===== src/rtl/dual_register_if.sv =====
// Signal bundle for the dual_register retiming stage: flag and word inputs with
// their registered copies.
interface dual_register_if #(
   parameter int DATA_W = 4
);
   logic              in1;
   logic [DATA_W-1:0] in2;
   logic              out1;
   logic [DATA_W-1:0] out2;

   modport master (
      output in1,
      output in2,
      input  out1,
      input  out2
   );

   modport slave (
      input  in1,
      input  in2,
      output out1,
      output out2
   );
endinterface


===== src/rtl/dual_register.sv =====
// Single-stage retiming register: a 1-bit flag and a DATA_W-bit word are
// captured on every rising clock edge, and an asynchronous reset clears both.
module dual_register #(
   parameter int DATA_W = 4
) (
   input  logic            clk,
   input  logic            rst,
   dual_register_if.slave  bus
);
   logic              flag_p0;
   logic [DATA_W-1:0] word_p0;

   // Stage 0: both banks clear asynchronously, because the outputs must be
   // zero for as long as rst is high, including between clock edges.
   always_ff @(posedge clk or posedge rst) begin
      if (rst) begin
         flag_p0 <= 1'b0;
         word_p0 <= '0;
      end else begin
         flag_p0 <= bus.in1;
         word_p0 <= bus.in2;
      end
   end

   assign bus.out1 = flag_p0;
   assign bus.out2 = word_p0;
endmodule


===== src/flat_wrapper.sv =====
// flat-port wrapper written by rule: the top's interface ports become plain ports
module dual_register_flat 
#(
   parameter int DATA_W = 4
)
  (clk, rst, bus_in1, bus_in2, bus_out1, bus_out2);
  dual_register_if #(.DATA_W(DATA_W)) bus_i ();
  input  logic clk;
  input  logic rst;
  input wire logic [$bits(bus_i.in1)-1:0] bus_in1;
  input wire logic [$bits(bus_i.in2)-1:0] bus_in2;
  output wire logic [$bits(bus_i.out1)-1:0] bus_out1;
  output wire logic [$bits(bus_i.out2)-1:0] bus_out2;
  assign bus_i.in1 = bus_in1;
  assign bus_i.in2 = bus_in2;
  assign bus_out1 = bus_i.out1;
  assign bus_out2 = bus_i.out2;
  dual_register #(.DATA_W(DATA_W)) u_core (.clk(clk), .rst(rst), .bus(bus_i));
endmodule

===== config.mk =====
export PLATFORM = sky130hd
export DESIGN_NAME = dual_register_flat
export DESIGN_NICKNAME = d
export VERILOG_FILES = /design/src/rtl/dual_register_if.sv /design/src/rtl/dual_register.sv /design/src/flat_wrapper.sv
export SDC_FILE = /design/constraint.sdc
export NUM_CORES = 1
export LEC_CHECK = 0
export BUFFER_PORTS_ARGS = -buffer_cell sky130_fd_sc_hd__buf_2
export CAP_MARGIN = 25
export CELL_PAD_IN_SITES_DETAIL_PLACEMENT = 1
export CELL_PAD_IN_SITES_GLOBAL_PLACEMENT = 2
export CORE_AREA = 2 2 39 41
export CTS_CLUSTER_SIZE = 10
export DETAILED_ROUTE_END_ITERATION = 8
export DIE_AREA = 0 0 41 43
export PLACE_DENSITY = 0.46
export SLEW_MARGIN = 20
export SYNTH_ARGS = -nofsm -noshare
export SYNTH_HDL_FRONTEND = slang
export SYNTH_SLANG_ARGS = --single-unit

===== constraint.sdc =====
create_clock -name clk -period 0.8 [get_ports clk]
set_input_delay 0.16 -clock clk [delete_from_list [all_inputs] [get_ports clk]]
set_output_delay 0.16 -clock clk [all_outputs]
set_load 0.01 [all_outputs]

==> key figures <==
Synth
  • Post-Syn Instances: 6
  • Mean Syn Cell Area: ~21 um^2
  • Net count after synthesis: 13
  • Register area share after synthesis: 0.971
  • Synth cell types: 2
  • Ys Warns: 0
  • Seq cells post-synth: 5
  • Cell Area, Synth: about 130 um^2

Clock tree
  • Clk buf depth: 2
  • CTS H-tree lvls: 1
  • Post CTS Setup Buffer Count: 0
  • Clk root buf: clkbuf_4
  • Clk pin slew, worst setup/hold paths: 0.04 ns
  • Clock sink count: 5
  • CTS buffer count: 3
  • CTS tree: yes

Run
  • # Max-Cap Violations: 0

Floorplanning
  • Die area: 0.00176 mm^2
  • Die Width: 41 um
  • IO Pins: 12
  • # rows: 14
  • Starting Density: 0.0931
  • Die height: 43 um
  • Core box area: around 0.0014 mm^2

Critical path
  • CP cell instances: buf_2
  • Critical path capture point type: output pin
  • Crit-path max FO: 1
  • WP data arrival: ~0.74 ns
  • Crit-path slowest cell: dfrtp_1
  • Critical path startpoint category: flop
  • WP buf/inv: 1
  • Kind of cell adding the most delay to the critical path: flip-flops
  • Worst path max stage delay: 0.37 ns
  • Critical Path RT: 0.64 ns
  • Crit Path Category: flop to output pin

STA
  • Final setup vio count: 5
  • RSZ-0062 raised after global routing: true
  • Tmin final: about 0.9 ns
  • Slew Limit Fails: 0
  • Setup slack after layout: -0.100 ns
  • Max Freq: about 1100 MHz
  • Final Hold Viols: 0
  • Fin crit share: 1.13
  • Tightest Pin Transition: 0.188 ns
  • Relative slew slack: 0.874

Finish
  • NumNets Final: 30
  • Area occupied by multi-input gates: 0 um^2
  • Fill cells: ~170
  • Multi-input gates: 0
  • Final core occ: 0.178
  • Fraction of layout cells with a size suffix above 1: 0.636
  • Antenna Diode Count: 0
  • Area Overhead vs Synth: 91.3%

Placed design
  • IO buf count: 11
  • GP Congestion: about 0.56

Drt
  • Remaining DRCs: 0
  • Final antenna-violating net count: 0
  • Pre-antenna DRT Iters: 2
  • Routed via count: 108
  • Final wirelength: 334 um
  • DRT iter0 DRCs: 1
  • Vias per inst: 2.84
  • Routed len/inst: 8.79 um

Status
  • Failing checks: setup timing
  • Status: finished with violations

Power and ir drop
  • P_int: 0.000480 W
  • Leak pwr: 0.128 nW
  • Comb power frac: 0.078
  • Switching Fraction: 0.196
  • VDD IR max: 0.000729 V
  • Pwr Density: 2420 mW/mm^2
  • Reg power frac: 0.454
  • Power Total: 0.000597 W
  • Psw: 0.000117 W
  • Clock share of power: 0.469

GRT
  • First-pass GRT wire length: between 400 and 500 um
  • GR Util All Layers: 0.0466
  • Vias in the first global route: 123
  • Largest net degree at the start of global routing: 6
  • Overflow after GRT: 0
  • Antenna violations before repair: 0

Hold path
  • Hold WC Path Type: input port to flop
## registers in the layout, summed over array words and instances (netlist names)
name	flops
u_core.bus.out1	1
u_core.bus.out2	4
## synthesized netlist by cell type (all sizes together)
cell type	count	share of area
dfrtp	5	0.97
inv	1	0.029
## stage by stage
step | setup TNS [ns] | hold WS [ns] | cell area, um^2 | setup WS (ns) | std cells
2_1_floorplan | 0 | -0.0615 | 129 | 0.264 | 6
3_3_place_gp | 0 | 0.0503 | 204 | 0.165 | 33
3_5_place_dp | 0 | 0.0648 | 204 | 0.144 | 33
4_1_cts | -0.488 | 0.0263 | 240 | -0.116 | 38
5_1_grt | -0.571 | 0.0224 | 246 | -0.132 | 38
6_report | -0.411 | 0.0345 | 246 | -0.100 | 38
## layout make-up
class / count / area, um^2 / area share
flip-flops and latches: 5 / 125 / 0.508
repair buffers: 12 / 71.3 / 0.289
clock buffers: 4 / 26.3 / 0.107
well taps: 16 / 20.0 / 0.0812
inverters: 1 / 3.75 / 0.0152
## placed cells by master, fill, tap and decap left out
| master | synthesis | final |
|---|---|---|
| inv_1 | 1 | 1 |
| clkbuf_1 | 0 | 1 |
| clkbuf_4 | 0 | 3 |
| buf_6 | 0 | 1 |
| dfrtp_1 | 5 | 5 |
| dlygate4sd3_1 | 0 | 1 |
| buf_2 | 0 | 10 |
## metal layers
| metal | GRT usage | vias to the layer above | part of all wire |
|---|---|---|---|
| met4 | 0.0600 | 0 | 0 |
| li1 | - | 49 | - |
| met5 | 0 | - | 0 |
| met3 | 0.0419 | 0 | 0.24 |
| met1 | 0.0530 | 47 | 0.43 |
| met2 | 0.0406 | 12 | 0.33 |
## power groups by stage
stage / logic, W / clock network, W / registers (W)
global route: 0.0000515 / 0.000318 / 0.000271
global placement: 0.0000388 / 0 / 0.000274
detailed placement: 0.0000411 / 0 / 0.000274
floorplan: 0.00000411 / 0 / 0.000281
finish: 0.0000464 / 0.000280 / 0.000271
CTS: 0.0000450 / 0.000297 / 0.000270
## cell families (layout without fill, tap and decap cells)
group	Yosys count	in the layout	share of synthesized area
buffers and inverters	1	17	0.0291
DFF	5	5	0.971
## repair_timing
| item | in CTS | in global routing |
|---|---|---|
| endpoints found under the setup margin | 5 | 5 |
| resized for setup | 0 | 1 |
| hold buffers | 1 | 0 |
| hold endpoints to repair | 5 | 0 |
## path summary, 6_finish.rpt
path | start | to | slack, ns | depth (start not counted)
max | u_core.bus.out2[0]$_DFF_PP0_ | bus_out2[0] | -0.10 | 1
min | bus_in2[2] | u_core.bus.out2[2]$_DFF_PP0_ | 0.03 | 1
max in group asynchronous | rst | u_core.bus.out2[0]$_DFF_PP0_ | 0.26 | 3
min in group asynchronous | rst | u_core.bus.out2[2]$_DFF_PP0_ | 0.37 | 3
(Power assumes the default switching activity.)
